==> src/rtl/mem_access_unit_pkg.sv <==
// mem_access_unit_pkg: shared FSM encoding, control-unit ALUop constants and default bus timeout.
package mem_access_unit_pkg;

  typedef enum logic [1:0] {
    IDLE = 2'd0,
    BUSY = 2'd1,
    DONE = 2'd2
  } state_t;

  localparam logic [4:0] ALUOP_LW = 5'b10100;
  localparam logic [4:0] ALUOP_SW = 5'b10101;

  localparam int DEFAULT_TIMEOUT = 255;

endpackage

==> src/rtl/mem_timeout_counter.sv <==
// mem_timeout_counter: counts bus wait cycles and flags the last permitted cycle.
module mem_timeout_counter #(
  parameter int TIMEOUT_CYCLES = 255,
  parameter int CNT_W          = 16
) (
  input  logic             clk,
  input  logic             rst,
  input  logic             clear_i,
  input  logic             enable_i,
  output logic [CNT_W-1:0] count_o,
  output logic             expired_o
);

  logic [CNT_W-1:0] count_q, count_d;

  assign expired_o = count_q == CNT_W'(TIMEOUT_CYCLES - 1);
  assign count_o   = count_q;

  // Saturates at the limit so a held enable can never wrap back to zero.
  always_comb count_d = clear_i ? '0 : (enable_i && !expired_o) ? count_q + CNT_W'(1) : count_q;

  always_ff @(posedge clk) begin
    if (!rst) count_q <= '0;
    else      count_q <= count_d;
  end

endmodule

==> src/rtl/mem_access_unit.sv <==
// mem_access_unit: memory stage running lw/sw as a valid/ready bus transaction with
// alignment check, bus timeout and core stall.
module mem_access_unit
  import mem_access_unit_pkg::*;
#(
  parameter int TIMEOUT_CYCLES = DEFAULT_TIMEOUT,
  parameter int CNT_W          = 16
) (
  input  logic        clk,
  input  logic        rst,
  input  logic        MemRead_i,
  input  logic        MemWrite_i,
  input  logic [31:0] ALUOut_i,
  input  logic [31:0] StoreData_i,
  output logic        mem_req_o,
  output logic        mem_we_o,
  output logic [31:0] mem_addr_o,
  output logic [31:0] mem_wdata_o,
  input  logic        mem_ready_i,
  input  logic [31:0] mem_rdata_i,
  output logic        stall_o,
  output logic [31:0] WriteData_o,
  output logic        misalign_o,
  output logic        timeout_o
);

  state_t      state_q, state_d;
  logic        req_q, req_d;
  logic        we_q, we_d;
  logic [31:0] addr_q, addr_d;
  logic [31:0] wdata_q, wdata_d;
  logic [31:0] rbuf_q, rbuf_d;
  logic        misalign_q, misalign_d;
  logic        timeout_q, timeout_d;
  logic        acc, aligned, start, expired;
  logic [CNT_W-1:0] cnt_unused;

  assign acc     = MemRead_i | MemWrite_i;
  assign aligned = ALUOut_i[1:0] == 2'b00;
  assign start   = state_q == IDLE && acc && aligned;

  mem_timeout_counter #(
    .TIMEOUT_CYCLES(TIMEOUT_CYCLES),
    .CNT_W         (CNT_W)
  ) u_timeout (
    .clk      (clk),
    .rst      (rst),
    .clear_i  (state_q != BUSY),
    .enable_i (state_q == BUSY),
    .count_o  (cnt_unused),
    .expired_o(expired)
  );

  always_comb begin
    state_d    = state_q;
    req_d      = req_q;
    we_d       = we_q;
    addr_d     = addr_q;
    wdata_d    = wdata_q;
    rbuf_d     = rbuf_q;
    misalign_d = 1'b0;
    timeout_d  = timeout_q;
    case (state_q)
      IDLE: begin
        if (start) begin
          state_d = BUSY;
          req_d   = 1'b1;
          we_d    = MemWrite_i;
          addr_d  = ALUOut_i;
          wdata_d = StoreData_i;
        end
        misalign_d = acc && !aligned;
      end
      BUSY: begin
        // A ready arriving on the last permitted cycle still completes normally.
        if (mem_ready_i) begin
          state_d = DONE;
          req_d   = 1'b0;
          rbuf_d  = we_q ? rbuf_q : mem_rdata_i;
        end else if (expired) begin
          state_d   = DONE;
          req_d     = 1'b0;
          rbuf_d    = '0;
          timeout_d = 1'b1;
        end
      end
      default: state_d = IDLE;
    endcase
  end

  always_ff @(posedge clk) begin
    if (!rst) begin
      state_q    <= IDLE;
      req_q      <= 1'b0;
      we_q       <= 1'b0;
      addr_q     <= '0;
      wdata_q    <= '0;
      rbuf_q     <= '0;
      misalign_q <= 1'b0;
      timeout_q  <= 1'b0;
    end else begin
      state_q    <= state_d;
      req_q      <= req_d;
      we_q       <= we_d;
      addr_q     <= addr_d;
      wdata_q    <= wdata_d;
      rbuf_q     <= rbuf_d;
      misalign_q <= misalign_d;
      timeout_q  <= timeout_d;
    end
  end

  assign mem_req_o   = req_q;
  assign mem_we_o    = we_q;
  assign mem_addr_o  = addr_q;
  assign mem_wdata_o = wdata_q;
  assign misalign_o  = misalign_q;
  assign timeout_o   = timeout_q;
  assign stall_o     = rst && (start || state_q == BUSY);
  assign WriteData_o = !rst             ? '0 :
                       state_q == DONE  ? (we_q ? ALUOut_i : rbuf_q) :
                       state_q == IDLE && !acc ? ALUOut_i : '0;

endmodule

==> config.mk <==
export PLATFORM = sky130hd
export DESIGN_NAME = mem_access_unit
export DESIGN_NICKNAME = d
export VERILOG_FILES = /design/src/rtl/mem_access_unit_pkg.sv /design/src/rtl/mem_timeout_counter.sv /design/src/rtl/mem_access_unit.sv
export SDC_FILE = /design/constraint.sdc
export NUM_CORES = 1
export LEC_CHECK = 0
export ABC_CLOCK_PERIOD_IN_PS = 1900
export CORE_ASPECT_RATIO = 1.1
export CORE_MARGIN = 2
export CORE_UTILIZATION = 35
export DETAILED_ROUTE_END_ITERATION = 6
export PLACE_DENSITY = 0.7
export SYNTH_ARGS = -nofsm -noshare
export SYNTH_HDL_FRONTEND = slang
export SYNTH_SLANG_ARGS = --single-unit
==> constraint.sdc <==
create_clock -name clk -period 1.9 [get_ports clk]
set_clock_uncertainty 0.05 [all_clocks]
set_input_delay 0.38 -clock clk [delete_from_list [all_inputs] [get_ports clk]]
set_output_delay 0.38 -clock clk [all_outputs]
set_load 0.005 [all_outputs]
==> impl_results.html, run 1 <==
<table>
<tr><th>Metric</th><th>Value</th></tr>
<tr><th colspan="2">Worst setup path</th></tr>
<tr><td>Startpoint types</td><td>flip-flop</td></tr>
<tr><td>R2R depth</td><td>7</td></tr>
<tr><td>Worst Setup End Kind</td><td>output port</td></tr>
<tr><td>FF-to-FF End</td><td>rbuf_q[2]$_SDFFE_PN0P_</td></tr>
<tr><td>Worst r2r src</td><td>u_timeout.count_o[0]$_SDFFE_PP0P_</td></tr>
<tr><td>Arrival time at the worst endpoint</td><td>1970 ps</td></tr>
<tr><td>Kind of cell adding the most delay to the critical path</td><td>simple AND/OR/NAND/NOR gates</td></tr>
<tr><td>Most numerous cell on the critical path</td><td>sky130_fd_sc_hd__buf_12</td></tr>
<tr><td>Master of the slowest instance on the critical path</td><td>sky130_fd_sc_hd__or3_4</td></tr>
<tr><td>Buf/Inv on CP</td><td>4</td></tr>
<tr><td>Critical Path Fanout Max</td><td>8</td></tr>
<tr><td>Slowest Stage Delay on Critical Path</td><td>390 ps</td></tr>
<tr><td>Req. time, crit path</td><td>roughly 1500 ps</td></tr>
<tr><td>Reg-to-reg slack, setup</td><td>-10 ps</td></tr>
<tr><td>Cells traversed along the worst timing path</td><td>or3_4 &gt; a21oi_4 &gt; buf_6 &gt; buf_12 &gt; buf_12 &gt; a22oi_2 &gt; nor2_2 &gt; buf_2</td></tr>
<tr><td>Worst setup path class</td><td>reg -&gt; out</td></tr>
<tr><th colspan="2">Route</th></tr>
<tr><td>Average wire per standard cell</td><td>about 17 um</td></tr>
<tr><td>Post-detailed-route count of antenna-violating nets</td><td>0</td></tr>
<tr><td>Vias per Instance</td><td>around 5</td></tr>
<tr><td>Met2 routed wirelength</td><td>roughly 9500 um</td></tr>
<tr><td>Met3 Routed Length</td><td>around 1000 um</td></tr>
<tr><td>Pre-Repair DR Iteration Count</td><td>4</td></tr>
<tr><td>Total vias in the final route</td><td>roughly 5400</td></tr>
<tr><td>Number of violations reported at the end of detailed-routing iteration 0</td><td>about 230</td></tr>
<tr><td>Highest Signal Layer</td><td>met4</td></tr>
<tr><td>Routed length on met1</td><td>7069 um</td></tr>
<tr><td>Total Wirelength</td><td>~18000 um</td></tr>
<tr><td>Post-detailed-route DRC marker count</td><td>0</td></tr>
<tr><th colspan="2">Final layout</th></tr>
<tr><td>Post-layout nets</td><td>958</td></tr>
<tr><td>Number of antenna repair diodes</td><td>0</td></tr>
<tr><td>Final instance area</td><td>roughly 8700 sq um</td></tr>
<tr><td>Area growth from synthesis to layout</td><td>77.30%</td></tr>
<tr><td>Fraction of final layout cells sized beyond drive strength 1</td><td>0.2431</td></tr>
<tr><td>Most common library cell in the layout ignoring fill and taps</td><td>sky130_fd_sc_hd__nand2_1</td></tr>
<tr><td>Highest-count cells in the layout ignoring fill and taps</td><td>167 x sky130_fd_sc_hd__nand2_1, 165 x sky130_fd_sc_hd__clkdlybuf4s50_1, 113 x sky130_fd_sc_hd__dfxtp_1</td></tr>
<tr><th colspan="2">GRT</th></tr>
<tr><td>First-pass GRT wire length</td><td>26560 um</td></tr>
<tr><td>Total GRT Usage</td><td>0.2294</td></tr>
<tr><td>Via count of the first global-routing pass</td><td>approximately 5500</td></tr>
<tr><td>Initial antenna violation count</td><td>0</td></tr>
<tr><td>Gr ovfl total</td><td>0</td></tr>
<tr><td>Largest net degree at the start of global routing</td><td>67</td></tr>
<tr><th colspan="2">Clock network</th></tr>
<tr><td>Inserted Clock Buffers</td><td>17</td></tr>
<tr><td>Maximum buffer depth of the clock tree</td><td>2</td></tr>
<tr><td>Clock insertion delay at the later pin of the skew report</td><td>420 ps</td></tr>
<tr><td>CTS tree</td><td>done</td></tr>
<tr><td>Clock H-tree levels</td><td>4</td></tr>
<tr><td>Sink Count</td><td>118</td></tr>
<tr><td>Clock root cell</td><td>sky130_fd_sc_hd__clkbuf_16</td></tr>
<tr><td>Clock-pin slew on the worst setup and hold paths</td><td>about 50 ps</td></tr>
<tr><th colspan="2">Synth</th></tr>
<tr><td>Largest area contributor in the synthesized netlist</td><td>sky130_fd_sc_hd__dfxtp_1</td></tr>
<tr><td>Per-instance average area after synthesis</td><td>~7.9 sq um</td></tr>
<tr><td>Number of distinct library cells after synthesis</td><td>between 40 and 50</td></tr>
<tr><td>Leading cell types by total area after synthesis</td><td>sky130_fd_sc_hd__dfxtp_1 48%, sky130_fd_sc_hd__nand2_1 13%, sky130_fd_sc_hd__a21oi_1 11%, sky130_fd_sc_hd__o31ai_1 5.4%, sky130_fd_sc_hd__a22oi_1 4.9%</td></tr>
<tr><td>Top cell type's share of synthesized area</td><td>0.4810</td></tr>
<tr><td>Synthesis-stage register bit count</td><td>between 100 and 150</td></tr>
<tr><td>Post-Synthesis Cells</td><td>623</td></tr>
<tr><td>Number of warnings reported in the yosys synthesis log</td><td>0</td></tr>
<tr><td>Sequential share of the synthesized area</td><td>0.4810</td></tr>
<tr><td>Post-Syn Area</td><td>just under 5000 sq um</td></tr>
<tr><td>Post-synth net total</td><td>around 730</td></tr>
<tr><th colspan="2">Worst hold path</th></tr>
<tr><td>Instance count along the most critical hold path</td><td>2</td></tr>
<tr><td>Class of the tightest hold or removal check</td><td>reg -&gt; reg</td></tr>
<tr><td>Worst-case hold path end point</td><td>mem_addr_o[11]$_SDFFE_PN0P_</td></tr>
<tr><td>Min-Delay Startpoint</td><td>mem_addr_o[11]$_SDFFE_PN0P_</td></tr>
<tr><th colspan="2">Timing</th></tr>
<tr><td>Relative slew margins</td><td>0.6324</td></tr>
<tr><td>Shortest clock period the worst path allows after layout</td><td>roughly 2400 ps</td></tr>
<tr><td>Number of pins with negative max-slew slack in the final report</td><td>0</td></tr>
<tr><td>Final setup margin</td><td>-498.6 ps</td></tr>
<tr><td>RSZ-0062 raised after global routing</td><td>yes</td></tr>
<tr><td>Slew at the pin with the worst max-slew slack</td><td>between 500 and 600 ps</td></tr>
<tr><td>Highest Clock Rate</td><td>about 420 MHz</td></tr>
<tr><td>Final worst-path cycle share</td><td>1.262</td></tr>
<tr><td>Setup-violating endpoint count in the final report</td><td>33</td></tr>
<tr><td>Worst hold slack across all endpoints</td><td>about 400 ps</td></tr>
<tr><td>TNS Setup</td><td>-13370 ps</td></tr>
<tr><td>Number of hold violations in the final report</td><td>0</td></tr>
<tr><th colspan="2">Run status</th></tr>
<tr><td>Result of the run</td><td>finished, violations left</td></tr>
<tr><td>Violations in the final reports</td><td>negative setup slack</td></tr>
<tr><th colspan="2">Floorplan</th></tr>
<tr><td>I/O pins</td><td>202</td></tr>
<tr><td>Chip Height</td><td>128.2 um</td></tr>
<tr><td>Core ar.</td><td>between 10000 and 15000 sq um</td></tr>
<tr><td>Full die area</td><td>between 10000 and 15000 sq um</td></tr>
<tr><td>Initial Util</td><td>0.3575</td></tr>
<tr><td>Row cnt</td><td>45</td></tr>
<tr><td>Die boundary width</td><td>roughly 120 um</td></tr>
<tr><th colspan="2">Job</th></tr>
<tr><td>Max capacitance violation total</td><td>0</td></tr>
<tr><th colspan="2">Place</th></tr>
<tr><td>Number of port buffers</td><td>roughly 200</td></tr>
<tr><td>Final GP Congestion</td><td>roughly 0.85</td></tr>
<tr><td>Half-perimeter wire length of the detailed placement result</td><td>11850 um</td></tr>
<tr><td>Placed Instance Area</td><td>7461 sq um</td></tr>
<tr><th colspan="2">Power</th></tr>
<tr><td>Maximum vdd drop</td><td>approximately 0.00053 V</td></tr>
<tr><td>Overall Power</td><td>just under 7 mW</td></tr>
<tr><td>Pwr Density</td><td>between 700 and 800 nW/um^2</td></tr>
<tr><td>Leakage power total</td><td>between 3 and 4 nW</td></tr>
</table>
cell families (layout without fill, tap and decap cells):
logic type / after synthesis / after routing / share of synthesized area
and+or+nand+nor: 257 / 257 / 0.2306
AOI/OAI and AO/OA: 189 / 189 / 0.2306
buffers and inverters: 54 / 299 / 0.04739
DFF: 118 / 118 / 0.4810
adders and majority gates: 2 / 2 / 0.005095
xor gates and xnor gates: 3 / 3 / 0.005351
cell usage after synthesis (all sizes together):
| cell | count |
|---|---|
| nand4 | 5 |
| nand3b | 1 |
| a21oi | 109 |
| ha | 2 |
| nor3b | 2 |
| a211oi | 1 |
| o21a | 1 |
| and4 | 2 |
| or2 | 1 |
| nor4b | 2 |
| nor2b | 1 |
| o31ai | 35 |
| and4b | 1 |
| dfxtp | 118 |
| or4 | 4 |
| nand4b | 1 |
| nor3 | 3 |
| and3b | 2 |
| xnor2 | 2 |
| clkinv | 1 |
| buf | 14 |
| and2 | 3 |
| nand3 | 6 |
| clkbuf | 38 |
| or3b | 1 |
| nand2 | 167 |
| inv | 1 |
| o21ai | 9 |
| nor4 | 2 |
| a41oi | 1 |
| a22oi | 32 |
| o211ai | 1 |
| nand2b | 1 |
| and3 | 2 |
| or3 | 8 |
| xor2 | 1 |
| nor2 | 42 |
stage by stage:
step | setup WS [ps] | util | cells
6_report | -498.6 | 0.6338 | 1056
5_1_grt | -570.2 | 0.6338 | 1056
4_1_cts | -486.7 | 0.5943 | 1050
3_5_place_dp | -970.6 | 0.5431 | 1011
3_3_place_gp | -970.6 | 0.5431 | 1011
2_1_floorplan | 65.90 | - | 623
worst max path at each step:
stage,to,slack [ps],cells past startpoint,startpoint
6_report,WriteData_o[25],-500,8,state_q[1]$_SDFFE_PN0P_
5_1_grt,WriteData_o[25],-570,8,state_q[1]$_SDFFE_PN0P_
4_1_cts,WriteData_o[25],-490,8,state_q[1]$_SDFFE_PN0P_
3_5_place_dp,WriteData_o[17],-970,7,MemWrite_i
3_3_place_gp,WriteData_o[25],-970,7,MemWrite_i
2_1_floorplan,WriteData_o[10],70,5,MemWrite_i
layout make-up:
type,instances,area [sq um]
Tap cell,188,235.2
Sequential cell,118,2374
Fill cell,1206,5031
Inverter,2,10.01
Clock buffer,24,511.7
Timing Repair Buffer,265,2560
Clock inverter,8,117.6
Multi-Input combinational cell,451,2899
routing by layer:
metal,vias up,GRT usage
met3,33,0.07092
met5,-,0
li1,2636,-
met2,165,0.4043
met1,2607,0.2530
met4,0,0.09481
tightest hold or removal path, stage by stage (launching register included):
cell                      delay (ps)
sky130_fd_sc_hd__dfxtp_1         310
sky130_fd_sc_hd__nand2_1          50
sky130_fd_sc_hd__a21oi_1          50
power breakdown:
group / internal [mW] / switching, mW
logic: 0.509 / 0.412
registers: 2.56 / 0.0519
clock network: 2.26 / 1.12
total: 5.32 / 1.59
repair_timing:
item / CTS / global route
gates cloned: 2 / 5
resized for setup: 170 / 86
buffers inserted: 5 / 3
hold buffers: 0 / 0
setup endpoints to repair: 108 / 74
pin swaps: 35 / 62
sequential cells by signal, indices dropped and copies added (netlist names):
name               count
mem_addr_o            32
mem_wdata_o           32
rbuf_q                32
u_timeout.count_o     16
state_q                2
mem_req_o              1
mem_we_o               1
misalign_o             1
timeout_o              1
(Power assumes the default switching activity.)
==> run 2: changes to the inputs <==
RECOVER_POWER = 25   (was unset)
==> run 2 against run 1 <==
The run still ends with negative setup slack left. Cell area decreased by 0.26%. Total power fell by 0.14%. Global-route usage unchanged. Sequential share of layout area hardly changed. Sequential power about the same. Flip-flop and latch count did not move. First-iteration DRC count decreased by 0.88%. Via count grew 0.70%. Largest cell class unchanged. Largest power group unchanged.
==> impl_results.html, run 2 (synthesis results as in run 1) <==
<table>
<tr><th>Metric</th><th>Value</th></tr>
<tr><th colspan="2">Place</th></tr>
<tr><td>Cell total after placement</td><td>1011 (unchanged)</td></tr>
<tr><td>Final GP Congestion</td><td>0.8507 (unchanged)</td></tr>
<tr><td>Number of port buffers</td><td>201 (unchanged)</td></tr>
<tr><td>Placed Instance Area</td><td>7461 sq um (unchanged)</td></tr>
<tr><td>Half-perimeter wire length of the detailed placement result</td><td>11850 um (unchanged)</td></tr>
<tr><th colspan="2">Timing</th></tr>
<tr><td>Shortest clock period the worst path allows after layout</td><td>2399 ps (+0.7740 ps)</td></tr>
<tr><td>Worst hold slack across all endpoints</td><td>399.6 ps (-1.395 ps)</td></tr>
<tr><td>Number of pins with negative max-slew slack in the final report</td><td>0 (unchanged)</td></tr>
<tr><td>Slew at the pin with the worst max-slew slack</td><td>715.7 ps (+166.1 ps)</td></tr>
<tr><td>Final setup margin</td><td>-499.4 ps (-0.7740 ps)</td></tr>
<tr><td>Number of hold violations in the final report</td><td>0 (unchanged)</td></tr>
<tr><td>Final worst-path cycle share</td><td>1.263 (about the same)</td></tr>
<tr><td>RSZ-0062 raised after global routing</td><td>yes</td></tr>
<tr><td>Relative slew margins</td><td>0.5229 (-0.1096)</td></tr>
<tr><td>Setup-violating endpoint count in the final report</td><td>64 (+94%)</td></tr>
<tr><td>Highest Clock Rate</td><td>416.8 MHz (about the same)</td></tr>
<tr><th colspan="2">Final layout</th></tr>
<tr><td>Number of antenna repair diodes</td><td>0 (unchanged)</td></tr>
<tr><td>Final instance area</td><td>8685 sq um (-0.26%)</td></tr>
<tr><td>Post-layout nets</td><td>958 (unchanged)</td></tr>
<tr><td>Fraction of final layout cells sized beyond drive strength 1</td><td>0.2419 (-0.001152)</td></tr>
<tr><td>Most common library cell in the layout ignoring fill and taps</td><td>sky130_fd_sc_hd__nand2_1</td></tr>
<tr><td>Number of cells in the finished layout apart from fillers</td><td>1056 (unchanged)</td></tr>
<tr><td>Highest-count cells in the layout ignoring fill and taps</td><td>167 x sky130_fd_sc_hd__nand2_1, 161 x sky130_fd_sc_hd__clkdlybuf4s50_1, 114 x sky130_fd_sc_hd__dfxtp_1</td></tr>
<tr><td>Number of filler instances in the final layout</td><td>1208 (+0.17%)</td></tr>
<tr><td>Area growth from synthesis to layout</td><td>76.84%</td></tr>
<tr><th colspan="2">Clock network</th></tr>
<tr><td>CTS tree</td><td>done</td></tr>
<tr><td>Maximum buffer depth of the clock tree</td><td>2 (unchanged)</td></tr>
<tr><td>Clock H-tree levels</td><td>4 (unchanged)</td></tr>
<tr><td>Clock root cell</td><td>sky130_fd_sc_hd__clkbuf_16</td></tr>
<tr><td>CTS Hold Bufs</td><td>0 (unchanged)</td></tr>
<tr><td>Clock insertion delay at the later pin of the skew report</td><td>420 ps (about the same)</td></tr>
<tr><td>Sink Count</td><td>118 (unchanged)</td></tr>
<tr><td>Inserted Clock Buffers</td><td>17 (unchanged)</td></tr>
<tr><td>Clock-pin slew on the worst setup and hold paths</td><td>50 ps (about the same)</td></tr>
<tr><th colspan="2">Worst setup path</th></tr>
<tr><td>Most numerous cell on the critical path</td><td>sky130_fd_sc_hd__buf_12</td></tr>
<tr><td>Cells traversed along the worst timing path</td><td>or3_4 &gt; a21oi_4 &gt; buf_6 &gt; buf_12 &gt; buf_12 &gt; a22oi_2 &gt; nor2_2 &gt; buf_2</td></tr>
<tr><td>Startpoint types</td><td>flip-flop</td></tr>
<tr><td>Critical Path Fanout Max</td><td>8 (unchanged)</td></tr>
<tr><td>Worst Setup End Kind</td><td>output port</td></tr>
<tr><td>Buf/Inv on CP</td><td>4 (unchanged)</td></tr>
<tr><td>Arrival time at the worst endpoint</td><td>1970 ps (about the same)</td></tr>
<tr><td>Kind of cell adding the most delay to the critical path</td><td>simple AND/OR/NAND/NOR gates</td></tr>
<tr><td>Worst setup path class</td><td>reg -&gt; out</td></tr>
<tr><td>Master of the slowest instance on the critical path</td><td>sky130_fd_sc_hd__or3_4</td></tr>
<tr><td>Req. time, crit path</td><td>1470 ps (about the same)</td></tr>
<tr><td>Slowest Stage Delay on Critical Path</td><td>390 ps (about the same)</td></tr>
<tr><th colspan="2">Route</th></tr>
<tr><td>Pre-Repair DR Iteration Count</td><td>6 (+2)</td></tr>
<tr><td>Number of violations reported at the end of detailed-routing iteration 0</td><td>225 (-0.88%)</td></tr>
<tr><td>Post-detailed-route DRC marker count</td><td>0 (unchanged)</td></tr>
<tr><td>Average wire per standard cell</td><td>17.05 um (-0.27%)</td></tr>
<tr><td>Post-detailed-route count of antenna-violating nets</td><td>0 (unchanged)</td></tr>
<tr><td>Total vias in the final route</td><td>5479 (+0.70%)</td></tr>
<tr><td>Vias per Instance</td><td>5.188 (+0.70%)</td></tr>
<tr><td>Total Wirelength</td><td>18000 um (-0.27%)</td></tr>
<tr><th colspan="2">GRT</th></tr>
<tr><td>Gr ovfl total</td><td>0 (unchanged)</td></tr>
<tr><td>Initial antenna violation count</td><td>0 (unchanged)</td></tr>
<tr><td>Largest net degree at the start of global routing</td><td>67 (unchanged)</td></tr>
<tr><td>Total GRT Usage</td><td>0.2294 (unchanged)</td></tr>
<tr><td>First-pass GRT wire length</td><td>26560 um (unchanged)</td></tr>
<tr><td>Via count of the first global-routing pass</td><td>5457 (unchanged)</td></tr>
<tr><th colspan="2">Floorplan</th></tr>
<tr><td>I/O pins</td><td>202 (unchanged)</td></tr>
<tr><td>Chip Height</td><td>128.2 um (unchanged)</td></tr>
<tr><td>Die boundary width</td><td>116.9 um (unchanged)</td></tr>
<tr><td>Core ar.</td><td>13740 sq um (unchanged)</td></tr>
<tr><td>Initial Util</td><td>0.3575 (unchanged)</td></tr>
<tr><td>Full die area</td><td>15000 sq um (unchanged)</td></tr>
<tr><td>Row cnt</td><td>45 (unchanged)</td></tr>
<tr><th colspan="2">Worst hold path</th></tr>
<tr><td>Class of the tightest hold or removal check</td><td>reg -&gt; reg</td></tr>
<tr><th colspan="2">Job</th></tr>
<tr><td>Max capacitance violation total</td><td>0 (unchanged)</td></tr>
<tr><th colspan="2">Run status</th></tr>
<tr><td>Result of the run</td><td>finished, violations left</td></tr>
<tr><td>Violations in the final reports</td><td>negative setup slack</td></tr>
<tr><th colspan="2">Power</th></tr>
<tr><td>Overall Power</td><td>6.900 mW (-0.14%)</td></tr>
<tr><td>Maximum vdd drop</td><td>0.0005331 V (-0.21%)</td></tr>
<tr><td>Leakage power total</td><td>3.060 nW (+0.18%)</td></tr>
<tr><td>Pwr Density</td><td>794.5 nW/um^2 (+0.12%)</td></tr>
</table>
[run 2: cell types whose count changed in the layout (fill, tap and decap cells not counted)]
cell                              delta
sky130_fd_sc_hd__dfxtp_1             +1
sky130_fd_sc_hd__clkdlybuf4s50_1     -4
sky130_fd_sc_hd__clkbuf_2            +1
sky130_fd_sc_hd__buf_6               -2
sky130_fd_sc_hd__dfxtp_4             -1
sky130_fd_sc_hd__dlygate4sd3_1       +4
sky130_fd_sc_hd__nor4b_2             +1
sky130_fd_sc_hd__buf_4               +1
sky130_fd_sc_hd__nor4b_4             -1
[run 2: final timing paths]
check	from	endpoint	slack, ps	cells after the start
setup / recovery	state_q[1]$_SDFFE_PN0P_	WriteData_o[25]	-500	8
hold / removal	mem_addr_o[11]$_SDFFE_PN0P_	mem_addr_o[11]$_SDFFE_PN0P_	400	2
setup reg to reg	u_timeout.count_o[1]$_SDFFE_PP0P_	rbuf_q[2]$_SDFFE_PN0P_	-120	6
hold reg to reg	mem_addr_o[11]$_SDFFE_PN0P_	mem_addr_o[11]$_SDFFE_PN0P_	400	2
[run 2: layout make-up]
cell class / count / area (sq um) / area share
clock inverters: 8 / 117.6 / 0.01354
clock buffers: 24 / 511.7 / 0.05893
inverters: 2 / 10.01 / 0.001153
well taps: 188 / 235.2 / 0.02709
repair buffers: 265 / 2550 / 0.2936
flip-flops and latches: 118 / 2370 / 0.2729
multi-input cells: 451 / 2890 / 0.3328
[run 2: worst register-to-register path, delay by kind of cell, from the launching register on]
family / cells / cell delay [ps]
buf+inv: 1 / 290
simple gates: 1 / 390
fa+ha+maj: 1 / 130
flops: 1 / 380
compound gates: 3 / 660
[run 2: metrics by stage]
stage	setup WS, ps	util	TNS, ps
floorplan	65.90	-	0
global placement	-970.6	0.5431	-57580
detailed placement	-970.6	0.5431	-59930
CTS	-486.7	0.5943	-14140
global route	-570.2	0.6321	-27080
finish	-499.4	0.6321	-14790
[run 2: where the power goes]
group	internal [mW]	switching, mW
Sequential	2.56	0.0516
Combinational	0.506	0.410
Clock	2.26	1.12
Total	5.32	1.58
[run 2: per-layer routing]
metal	GRT usage	vias up	wire length, um
li1	-	2637	-
met1	0.2530	2644	7097
met2	0.4043	168	9406
met3	0.07092	30	1079
met4	0.09481	0	417
met5	0	-	0
[run 2: what timing repair did]
item | in CTS | in global routing
cloned | 2 | 5
setup buffers | 5 | 3
pin swaps | 35 | 62
endpoints found under the setup margin | 108 | 74
gates resized for setup | 170 | 86
endpoints found under the hold margin | 0 | 0
